## src/rtl/bus_arbiter_pkg.sv

```systemverilog
// Shared widths, FSM state encoding and bus payload type for the memory-bus arbiter.
package bus_arbiter_pkg;

    localparam int unsigned REG_BUS_W = 32;
    localparam int unsigned SEL_W     = 4;
    localparam int unsigned CNT_W     = 8;

    localparam logic [REG_BUS_W-1:0] ZERO_WORD = '0;

    typedef enum logic [1:0] {
        ST_IDLE     = 2'd0,
        ST_BUSY_IF  = 2'd1,
        ST_BUSY_MEM = 2'd2,
        ST_DRAIN    = 2'd3
    } arb_state_e;

    typedef struct packed {
        logic                 we;
        logic [SEL_W-1:0]     sel;
        logic [REG_BUS_W-1:0] addr;
        logic [REG_BUS_W-1:0] data;
    } bus_req_t;

    localparam bus_req_t BUS_REQ_IDLE = '0;

endpackage

```

## src/rtl/bus_arbiter_if.sv

```systemverilog
// External memory bus: strobe/ack handshake plus the arbiter's timeout pulse.
interface bus_arbiter_if;
    import bus_arbiter_pkg::*;

    logic                 bus_stb_o;
    logic                 bus_we_o;
    logic [SEL_W-1:0]     bus_sel_o;
    logic [REG_BUS_W-1:0] bus_addr_o;
    logic [REG_BUS_W-1:0] bus_data_o;
    logic [REG_BUS_W-1:0] bus_data_i;
    logic                 bus_ack_i;
    logic                 bus_err_o;

    modport master (
        output bus_stb_o, bus_we_o, bus_sel_o, bus_addr_o, bus_data_o, bus_err_o,
        input  bus_data_i, bus_ack_i
    );

    modport slave (
        input  bus_stb_o, bus_we_o, bus_sel_o, bus_addr_o, bus_data_o, bus_err_o,
        output bus_data_i, bus_ack_i
    );

endinterface

```

## src/rtl/bus_watchdog.sv

```systemverilog
// Counts un-acked strobe cycles; expired fires on the cycle the count would reach TIMEOUT.
module bus_watchdog
    import bus_arbiter_pkg::*;
#(
    parameter int unsigned TIMEOUT = 255
)
(
    input  logic clk,
    input  logic rst,
    input  logic clear,
    input  logic run,
    output logic expired
);

    logic [CNT_W-1:0] r_count;

    always_ff @(posedge clk) begin
        if (rst || clear) begin
            r_count <= '0;
        end else if (run && !expired) begin
            r_count <= r_count + 1'b1;
        end
    end

    assign expired = run && (r_count == CNT_W'(TIMEOUT - 1));

endmodule

```

## src/rtl/bus_arbiter.sv

```systemverilog
// Arbitrates the shared memory bus between fetch (IF) and data access (MEM), MEM first,
// with flush draining of in-flight fetches and a watchdog timeout.
module bus_arbiter
    import bus_arbiter_pkg::*;
#(
    parameter int unsigned TIMEOUT = 255
)
(
    input  logic                 clk,
    input  logic                 rst,
    input  logic                 flush,
    input  logic                 if_req_i,
    input  logic [REG_BUS_W-1:0] if_addr_i,
    output logic [REG_BUS_W-1:0] if_data_o,
    output logic                 if_done_o,
    input  logic                 mem_req_i,
    input  logic                 mem_we_i,
    input  logic [SEL_W-1:0]     mem_sel_i,
    input  logic [REG_BUS_W-1:0] mem_addr_i,
    input  logic [REG_BUS_W-1:0] mem_data_i,
    output logic [REG_BUS_W-1:0] mem_data_o,
    output logic                 mem_done_o,
    bus_arbiter_if.master        bus,
    output logic                 stallreq_o
);

    arb_state_e           r_state,    w_state_nxt;
    bus_req_t             r_req,      w_req_nxt;
    logic                 r_stb,      w_stb_nxt;
    logic [REG_BUS_W-1:0] r_if_data,  w_if_data_nxt;
    logic                 r_if_done,  w_if_done_nxt;
    logic [REG_BUS_W-1:0] r_mem_data, w_mem_data_nxt;
    logic                 r_mem_done, w_mem_done_nxt;
    logic                 r_err,      w_err_nxt;
    logic                 w_run;
    logic                 w_clear;
    logic                 w_expired;

    assign w_run   = (r_state != ST_IDLE) && !bus.bus_ack_i;
    assign w_clear = (w_state_nxt != r_state) && (w_state_nxt != ST_IDLE);

    bus_watchdog #(.TIMEOUT(TIMEOUT)) u_watchdog (
        .clk     (clk),
        .rst     (rst),
        .clear   (w_clear),
        .run     (w_run),
        .expired (w_expired)
    );

    // A requester whose done is pulsing this cycle is already served; don't re-grant it.
    always_comb begin
        w_state_nxt    = r_state;
        w_req_nxt      = r_req;
        w_stb_nxt      = r_stb;
        w_if_data_nxt  = r_if_data;
        w_if_done_nxt  = 1'b0;
        w_mem_data_nxt = r_mem_data;
        w_mem_done_nxt = 1'b0;
        w_err_nxt      = 1'b0;

        unique case (r_state)
            ST_IDLE: begin
                if (mem_req_i && !r_mem_done) begin
                    w_state_nxt    = ST_BUSY_MEM;
                    w_stb_nxt      = 1'b1;
                    w_req_nxt.we   = mem_we_i;
                    w_req_nxt.sel  = mem_sel_i;
                    w_req_nxt.addr = mem_addr_i;
                    w_req_nxt.data = mem_data_i;
                end else if (if_req_i && !r_if_done && !flush) begin
                    w_state_nxt    = ST_BUSY_IF;
                    w_stb_nxt      = 1'b1;
                    w_req_nxt.we   = 1'b0;
                    w_req_nxt.sel  = {SEL_W{1'b1}};
                    w_req_nxt.addr = if_addr_i;
                    w_req_nxt.data = ZERO_WORD;
                end
            end
            ST_BUSY_IF: begin
                if (bus.bus_ack_i) begin
                    w_state_nxt = ST_IDLE;
                    w_stb_nxt   = 1'b0;
                    if (!flush) begin
                        w_if_data_nxt = bus.bus_data_i;
                        w_if_done_nxt = 1'b1;
                    end
                end else if (w_expired) begin
                    w_state_nxt = ST_IDLE;
                    w_stb_nxt   = 1'b0;
                    w_err_nxt   = 1'b1;
                    if (!flush) begin
                        w_if_data_nxt = ZERO_WORD;
                        w_if_done_nxt = 1'b1;
                    end
                end else if (flush) begin
                    w_state_nxt = ST_DRAIN;
                end
            end
            ST_BUSY_MEM: begin
                if (bus.bus_ack_i) begin
                    w_state_nxt    = ST_IDLE;
                    w_stb_nxt      = 1'b0;
                    w_mem_data_nxt = bus.bus_data_i;
                    w_mem_done_nxt = 1'b1;
                end else if (w_expired) begin
                    w_state_nxt    = ST_IDLE;
                    w_stb_nxt      = 1'b0;
                    w_err_nxt      = 1'b1;
                    w_mem_data_nxt = ZERO_WORD;
                    w_mem_done_nxt = 1'b1;
                end
            end
            ST_DRAIN: begin
                if (bus.bus_ack_i) begin
                    w_state_nxt = ST_IDLE;
                    w_stb_nxt   = 1'b0;
                end else if (w_expired) begin
                    w_state_nxt = ST_IDLE;
                    w_stb_nxt   = 1'b0;
                    w_err_nxt   = 1'b1;
                end
            end
            default: begin
                w_state_nxt = ST_IDLE;
                w_stb_nxt   = 1'b0;
            end
        endcase
    end

    always_ff @(posedge clk) begin
        if (rst) begin
            r_state    <= ST_IDLE;
            r_req      <= BUS_REQ_IDLE;
            r_stb      <= 1'b0;
            r_if_data  <= ZERO_WORD;
            r_if_done  <= 1'b0;
            r_mem_data <= ZERO_WORD;
            r_mem_done <= 1'b0;
            r_err      <= 1'b0;
        end else begin
            r_state    <= w_state_nxt;
            r_req      <= w_req_nxt;
            r_stb      <= w_stb_nxt;
            r_if_data  <= w_if_data_nxt;
            r_if_done  <= w_if_done_nxt;
            r_mem_data <= w_mem_data_nxt;
            r_mem_done <= w_mem_done_nxt;
            r_err      <= w_err_nxt;
        end
    end

    assign bus.bus_stb_o  = r_stb;
    assign bus.bus_we_o   = r_req.we;
    assign bus.bus_sel_o  = r_req.sel;
    assign bus.bus_addr_o = r_req.addr;
    assign bus.bus_data_o = r_req.data;
    assign bus.bus_err_o  = r_err;

    assign if_data_o  = r_if_data;
    assign if_done_o  = r_if_done;
    assign mem_data_o = r_mem_data;
    assign mem_done_o = r_mem_done;

    assign stallreq_o = (mem_req_i & ~r_mem_done) | (if_req_i & ~r_if_done & ~flush);

endmodule

```

## src/flat_wrapper.sv

```systemverilog
// flat-port wrapper written by rule: the top's interface ports become plain ports
module bus_arbiter_flat import bus_arbiter_pkg::*;
#(
    parameter int unsigned TIMEOUT = 255
)
  (clk, rst, flush, if_req_i, if_addr_i, if_data_o, if_done_o, mem_req_i, mem_we_i, mem_sel_i, mem_addr_i, mem_data_i, mem_data_o, mem_done_o, stallreq_o, bus_bus_stb_o, bus_bus_we_o, bus_bus_sel_o, bus_bus_addr_o, bus_bus_data_o, bus_bus_err_o, bus_bus_data_i, bus_bus_ack_i);
  bus_arbiter_if bus_i ();
  input  logic clk;
  input  logic rst;
  input  logic flush;
  input  logic if_req_i;
  input  logic [REG_BUS_W-1:0] if_addr_i;
  output logic [REG_BUS_W-1:0] if_data_o;
  output logic if_done_o;
  input  logic mem_req_i;
  input  logic mem_we_i;
  input  logic [SEL_W-1:0] mem_sel_i;
  input  logic [REG_BUS_W-1:0] mem_addr_i;
  input  logic [REG_BUS_W-1:0] mem_data_i;
  output logic [REG_BUS_W-1:0] mem_data_o;
  output logic mem_done_o;
  output logic stallreq_o;
  output wire logic [$bits(bus_i.bus_stb_o)-1:0] bus_bus_stb_o;
  output wire logic [$bits(bus_i.bus_we_o)-1:0] bus_bus_we_o;
  output wire logic [$bits(bus_i.bus_sel_o)-1:0] bus_bus_sel_o;
  output wire logic [$bits(bus_i.bus_addr_o)-1:0] bus_bus_addr_o;
  output wire logic [$bits(bus_i.bus_data_o)-1:0] bus_bus_data_o;
  output wire logic [$bits(bus_i.bus_err_o)-1:0] bus_bus_err_o;
  input wire logic [$bits(bus_i.bus_data_i)-1:0] bus_bus_data_i;
  input wire logic [$bits(bus_i.bus_ack_i)-1:0] bus_bus_ack_i;
  assign bus_bus_stb_o = bus_i.bus_stb_o;
  assign bus_bus_we_o = bus_i.bus_we_o;
  assign bus_bus_sel_o = bus_i.bus_sel_o;
  assign bus_bus_addr_o = bus_i.bus_addr_o;
  assign bus_bus_data_o = bus_i.bus_data_o;
  assign bus_bus_err_o = bus_i.bus_err_o;
  assign bus_i.bus_data_i = bus_bus_data_i;
  assign bus_i.bus_ack_i = bus_bus_ack_i;
  bus_arbiter #(.TIMEOUT(TIMEOUT)) u_core (.clk(clk), .rst(rst), .flush(flush), .if_req_i(if_req_i), .if_addr_i(if_addr_i), .if_data_o(if_data_o), .if_done_o(if_done_o), .mem_req_i(mem_req_i), .mem_we_i(mem_we_i), .mem_sel_i(mem_sel_i), .mem_addr_i(mem_addr_i), .mem_data_i(mem_data_i), .mem_data_o(mem_data_o), .mem_done_o(mem_done_o), .bus(bus_i), .stallreq_o(stallreq_o));
endmodule
```

## config.mk

```make
export PLATFORM = sky130hd
export DESIGN_NAME = bus_arbiter_flat
export DESIGN_NICKNAME = d
export VERILOG_FILES = /design/src/rtl/bus_arbiter_pkg.sv /design/src/rtl/bus_arbiter_if.sv /design/src/rtl/bus_watchdog.sv /design/src/rtl/bus_arbiter.sv /design/src/flat_wrapper.sv
export SDC_FILE = /design/constraint.sdc
export NUM_CORES = 1
export LEC_CHECK = 0
export CORE_MARGIN = 4
export CORE_UTILIZATION = 37
export DETAILED_ROUTE_END_ITERATION = 12
export PLACE_DENSITY = 0.73
export SYNTH_ARGS = -nofsm -noshare
export SYNTH_HDL_FRONTEND = slang
export SYNTH_SLANG_ARGS = --single-unit
```

## constraint.sdc

```tcl
create_clock -name clk -period 1.7 [get_ports clk]
set_input_delay 0.34 -clock clk [delete_from_list [all_inputs] [get_ports clk]]
set_output_delay 0.34 -clock clk [all_outputs]
set_load 0.05 [all_outputs]
```

### Yosys cells after proc, flatten, opt, wreduce, memory -nomap -nowiden

Cells that the tools add are included.

| storage, ports and cells | value |
|---|---|
| bits in registers | 147 |
| word-level logic and storage cells | 85 |
| output and inout port bits | 138 |
| bits of input ports | 139 |

| operators by class | value |
|---|---|
| multiplexer cells | 26 |
| bitwise logic cells | 10 |
| equal/unequal tests | 9 |
| add/subtract/negate cells | 1 |
| reductions and logical operators | 27 |

Operator list:

| cell | count |
|---|---|
| $mux 32 | 6 |
| $mux 69 | 2 |
| $mux 2 | 7 |
| $mux 1 | 9 |
| $add 8x1->8 const B | 1 |
| $eq 8x8->1 const B | 1 |
| $reduce_bool 2->1 | 4 |
| $logic_and 1x1->1 | 7 |
| $ne 3x1->1 const B | 2 |
| $not 1->1 | 6 |
| $pmux 2 s3 | 1 |
| $reduce_and 2->1 | 3 |
| $reduce_or 2->1 | 3 |
| $reduce_or 3->1 | 2 |
| $logic_not 1->1 | 5 |
| $eq 2x2->1 const B | 2 |
| $ne 2x2->1 const B | 2 |
| $reduce_and 4->1 | 1 |
| $and 1x1->1 | 3 |
| $eq 2x1->1 const B | 1 |
| $logic_not 2->1 | 1 |
| $ne 2x2->1 | 1 |
| $pmux 1 s2 | 1 |
| $logic_or 1x1->1 | 1 |
| $or 1x1->1 | 1 |

### Depth between registers and ports, before layout

| depth | value |
|---|---|
| word-level depth | 9 |
| gate-level depth with buffers | 7 |
| gate-level depth less buffers | 6 |

### Modules after synthesis

Synthesis repeated with hierarchy kept, for this count alone.

| unflattened totals | value |
|---|---|
| cell total of the unflattened synthesis | 671 |
| area, all modules | 6397.4 um^2 |

By module, submodules not included:

| module | instances | area an instance (um^2) | cells an instance |
|---|---|---|---|
| bus_arbiter | 1 | 5941.9 | 620 |
| bus_watchdog | 1 | 455.4 | 51 |

### Least setup slack after synthesis

No wires, ideal clock.

| path | value |
|---|---|
| path type | register -> output |
| start | register u_core.r_mem_done (netlist: u_core.mem_done_o) |
| end | output stallreq_o |
| path slack | -0.132 ns |
| stages on the path, launching flop included | 5 |
| required time | 1.360 ns |
| data arrival time | 1.492 ns |
| path through | dfxtp_1 > nor2b_1 > buf_2 > clkbuf_1 > or2_2 |

| on the way | value |
|---|---|
| longest elaborated chain between the ends | 3 |

RTL lines:

| item | RTL line | source |
|---|---|---|
| from (decl) | bus_arbiter.sv:33 | `logic r_mem_done, w_mem_done_nxt;` |
| from (signal assigned) | bus_arbiter.sv:147 | `r_mem_done <= w_mem_done_nxt;` |
| $not 1->1 | bus_arbiter.sv:164 | `assign stallreq_o = (mem_req_i & ~r_mem_done) \| (if_req_i & ~r_if_done & ~flush);` |
| $and 1x1->1 | bus_arbiter.sv:164 |  |
| $or 1x1->1 | bus_arbiter.sv:164 |  |
| to (decl) | flat_wrapper.sv:22 | `output logic stallreq_o;` |

Every way passes these cells.

### Worst setup path after layout

| path | value |
|---|---|
| start | register u_core.u_watchdog.r_count[3] |
| end | register u_core.r_mem_data[3] (netlist: u_core.mem_data_o[3]) |

| on the way | value |
|---|---|
| longest elaborated chain between the ends | 4 |

RTL lines:

| item | RTL line | source |
|---|---|---|
| from (decl) | bus_watchdog.sv:15 | `logic [CNT_W-1:0] r_count;` |
| from (signal assigned) | bus_watchdog.sv:21 | `r_count <= r_count + 1'b1;` |
| $eq 8x8->1 | bus_watchdog.sv:25 | `assign expired = run && (r_count == CNT_W'(TIMEOUT - 1));` |
| $logic_and 1x1->1 | bus_watchdog.sv:25 |  |
| $reduce_bool 2->1 (no source line) | - |  |
| $reduce_and 2->1 (no source line) | - |  |
| to (signal assigned) | bus_arbiter.sv:146 | `r_mem_data <= w_mem_data_nxt;` |
| to (decl) | bus_arbiter.sv:32 | `logic [REG_BUS_W-1:0] r_mem_data, w_mem_data_nxt;` |

Every way passes these cells.
A chain may end at the register's enable or synchronous reset.

==> flow_summary.rst <==
.. list-table::
   :header-rows: 1

   * - Metric
     - Value
   * - TritonCTS clock tree
     - done
   * - DRT iter0 DRCs
     - 305
   * - Crit path kind
     - reg2reg
   * - Worst hold start
     - rst
   * - Register-to-register path setup slack
     - 0.03 ns
   * - Mean instance size in the synthesized netlist
     - 9.231 um2
   * - Nets
     - 1024
   * - Fillers
     - 1241
   * - Layout Area Growth over Synthesis
     - 61.07%
   * - Global-route track usage on met1
     - 24.63%
   * - Post-detail-place hpwl
     - 13670 um
   * - Hold-critical path depth
     - 2
   * - GRT Total Usage
     - 21.62%
   * - Final global-route overflow total
     - 0
   * - Reg clk slew, reported paths
     - 0.06 ns
   * - Number of top-level pins
     - 277
   * - Final Hold Vio Count
     - 0
   * - Worst-skew pair later-pin latency
     - 0.42 ns
   * - Worst Reg-to-Reg Cells
     - 6
   * - Die X-Extent
     - 131.5 um
   * - Antenna violations before repair
     - 0
   * - Max FO, Critical Path
     - 8
   * - Number of warning messages in the yosys log
     - 0
   * - Share of flip-flops with an asynchronous set or reset
     - 0%
   * - Routed via count divided by cell count
     - 5.397
   * - Global-route track usage on met2
     - 37.56%
   * - Commonest non-fill, non-tap cells in the layout
     - sky130_fd_sc_hd__buf_4 (162), sky130_fd_sc_hd__dfxtp_1 (141), sky130_fd_sc_hd__clkdlybuf4s50_1 (134)
   * - Area of the die
     - 0.01728 mm2
   * - RePlAce Congestion
     - 0.8564
   * - Clock Skews
     - 0.01833 ns
   * - Initial Utilization
     - 38.23%
   * - TritonCTS sink count
     - 147
   * - Netlist Area Pre-Place
     - 0.005640 mm2
   * - DP Area
     - 0.008329 mm2
   * - Busiest layer in global routing
     - met2
   * - First-pass GRT wire length
     - 30540 um
   * - CTS H-tree depth
     - 4
   * - Fraction of final layout cells sized beyond drive strength 1
     - 27.34%
   * - Final antenna-violating net count
     - 0
   * - Count of buffers inserted at the top-level ports
     - 276
   * - Cts bufs inserted
     - 17
   * - Data arrival time at the worst-slack endpoint
     - 1.99 ns
   * - Setup-failing EPs final
     - 0
   * - Data required time of the critical path
     - 2.02 ns
   * - Number of maximum-capacitance constraint violations
     - 0
   * - End point of the worst hold path
     - u_core.r_state[1]
   * - Status
     - finished, final reports clean
   * - Startpoint of the most critical setup path
     - u_core.u_watchdog.r_count[3]
   * - Dominant synthesized flop cell
     - sky130_fd_sc_hd__dfxtp_1
   * - Synthesized flop and latch total
     - 147
   * - Mapped Cells
     - 611
   * - Final Routed Wirelength
     - 19890 um
   * - Vias in the first global route
     - 5826
   * - Final setup TNS
     - 0 ns
   * - Met3 demand-to-capacity share in global routing
     - 7.875%
   * - Non-Filler Instances
     - 1080
   * - Transition time at the pin with the least slew margin
     - 0.6253 ns
   * - Critical path capture point type
     - flip-flop
   * - Number of nets in the synthesized netlist
     - 752
   * - Inserted Diodes
     - 0
   * - Pin count of the biggest net entering global routing
     - 105
   * - Number of enable flip-flop cells after synthesis
     - 0
   * - Hold WC Path Type
     - in2reg
   * - Critical Path Start Type
     - flip-flop
   * - Cells after DPL
     - 1039
   * - Maximum clock rate
     - 598.5 MHz
   * - Total leakage power
     - 3.706 nW
   * - Commonest non-fill, non-tap cell in the layout
     - sky130_fd_sc_hd__buf_4
   * - Number of DRC violations after detailed routing
     - 0
   * - Reg2Reg Launch Point
     - u_core.u_watchdog.r_count[3]
   * - Cell at the root of the clock tree
     - sky130_fd_sc_hd__clkbuf_16
   * - Number of detailed-route iterations in the first pass
     - 5
   * - Number of placement rows
     - 44
   * - Worst-case clock buffer depth
     - 2
   * - Count of cell types in the netlist
     - 49
   * - Sequential element share of the synthesized area
     - 52.17%
   * - Area of the core
     - 0.01475 mm2
   * - Routed via count
     - 5829
   * - Cell Pwr Density
     - 1045 mW/mm2
   * - Post-layout instance area
     - 0.009085 mm2
   * - Worst R2R End
     - u_core.mem_data_o[3]
   * - Worst-case headroom to the max-slew limit
     - 58.31%
   * - Average wire length per cell after detail routing
     - 18.42 um
   * - Peak supply drop
     - 0.6184 mV
   * - Max-slew violation total from the final report
     - 0
   * - Min Tclk post-route
     - 1.671 ns
   * - Hold slack
     - 0.1568 ns
   * - Die Y-Extent
     - 131.5 um
   * - Tcrit/Tclk final
     - 98.28%
[per-layer routing]
metal  vias up  routed length [um]
li1       2765                   -
met1      2779                7730
met2       263                9957
met3        22                1833
met4         0                 368
met5         -                   0
[worst max path at each step]
stage / endpoint / slack (ns)
floorplan: u_core.mem_data_o[10] / 0.01
finish: u_core.mem_data_o[3] / 0.03
CTS: stallreq_o / 0.009
global placement: u_core.bus.bus_addr_o[11] / -0.19
detailed placement: u_core.bus.bus_addr_o[11] / -0.25
global route: u_core.if_data_o[1] / -0.04
[stage by stage]
stage	setup slack, ns	total power [mW]	utilization, %
floorplan	0.01382	5.066	-
global placement	-0.1942	5.892	56.45
detailed placement	-0.2498	5.929	56.45
CTS	0.008512	9.532	60.74
global route	-0.03717	9.850	61.58
finish	0.02929	9.493	61.58
[power breakdown]
part | internal, mW | switching, mW | total, mW
sequential | 3.64 | 0.119 | 3.76
clock | 2.09 | 1.50 | 3.58
combinational | 0.846 | 1.30 | 2.15
[state kept, by name (all words and copies together) (netlist names)]
register,count
u_core.bus.bus_sel_o,4
u_core.bus.bus_we_o,1
u_core.if_done_o,1
u_core.r_state,2
u_core.if_data_o,32
u_core.bus.bus_err_o,1
u_core.bus.bus_stb_o,1
u_core.bus.bus_data_o,32
u_core.u_watchdog.r_count,8
u_core.mem_done_o,1
u_core.bus.bus_addr_o,32
u_core.mem_data_o,32
[kinds of logic (layout without fill, tap and decap cells)]
| kind of cell | after synthesis | count (layout) | share of synthesized area (%) |
|---|---|---|---|
| flip-flops | 147 | 147 | 52.17 |
| buffers and inverters | 62 | 347 | 5.191 |
| AND/OR/NAND/NOR | 215 | 215 | 16.62 |
| XOR/XNOR | 4 | 4 | 0.6212 |
| adder cells (fa/ha/maj) | 2 | 2 | 0.4436 |
| AO/OA/AOI/OAI | 180 | 180 | 24.78 |
| multiplexers | 1 | 1 | 0.1775 |
[worst max-delay path: stages, from the launching register on]
cell and delay, ns:
sky130_fd_sc_hd__dfxtp_1 0.42, sky130_fd_sc_hd__and4_4 0.29, sky130_fd_sc_hd__a21o_1 0.20, sky130_fd_sc_hd__a31oi_4 0.12, sky130_fd_sc_hd__buf_6 0.16, sky130_fd_sc_hd__clkbuf_16 0.16, sky130_fd_sc_hd__a32o_1 0.21
[synthesized netlist by cell type (2+ instances only)]
cell type,number,share of area (%)
sky130_fd_sc_hd__a211oi_1,2,0.27
sky130_fd_sc_hd__a21oi_1,34,3.0
sky130_fd_sc_hd__a22oi_1,33,4.4
sky130_fd_sc_hd__a311oi_1,22,3.4
sky130_fd_sc_hd__a311oi_2,10,2.7
sky130_fd_sc_hd__a32o_1,32,5.7
sky130_fd_sc_hd__and2_1,2,0.22
sky130_fd_sc_hd__and4_4,2,0.40
sky130_fd_sc_hd__buf_2,21,1.9
sky130_fd_sc_hd__buf_4,7,0.93
sky130_fd_sc_hd__clkbuf_1,29,1.9
sky130_fd_sc_hd__dfxtp_1,147,52
sky130_fd_sc_hd__ha_1,2,0.44
sky130_fd_sc_hd__inv_1,3,0.20
sky130_fd_sc_hd__nand2_1,69,4.6
sky130_fd_sc_hd__nand3_1,37,3.3
sky130_fd_sc_hd__nor2_1,82,5.5
sky130_fd_sc_hd__nor2_2,2,0.22
sky130_fd_sc_hd__nor2b_1,2,0.22
sky130_fd_sc_hd__nor3_1,6,0.53
sky130_fd_sc_hd__nor4_1,4,0.44
sky130_fd_sc_hd__o21a_1,2,0.27
sky130_fd_sc_hd__o21ai_0,30,2.7
sky130_fd_sc_hd__o21ai_1,4,0.35
sky130_fd_sc_hd__xnor2_1,3,0.47
[layout make-up]
class	count	area [um2]	share of cell area, %
multi-input cells	402	2482	27.32
flip-flops and latches	147	2950	32.47
clock inverters	12	106.4	1.171
repair buffers	312	2848	31.35
well taps	184	230.2	2.534
clock buffers	20	456.7	5.027
inverters	3	11.26	0.1239
[what timing repair did]
item / CTS / global route
pin swaps: 2 / 8
gates resized for setup: 3 / 23
gates cloned: 1 / 2
endpoints found under the hold margin: 0 / 0
buffers inserted: 3 / 4
hold buffers: 0 / 0
setup endpoints to repair: 34 / 90
No activity file was read; power rests on OpenSTA's default activity.
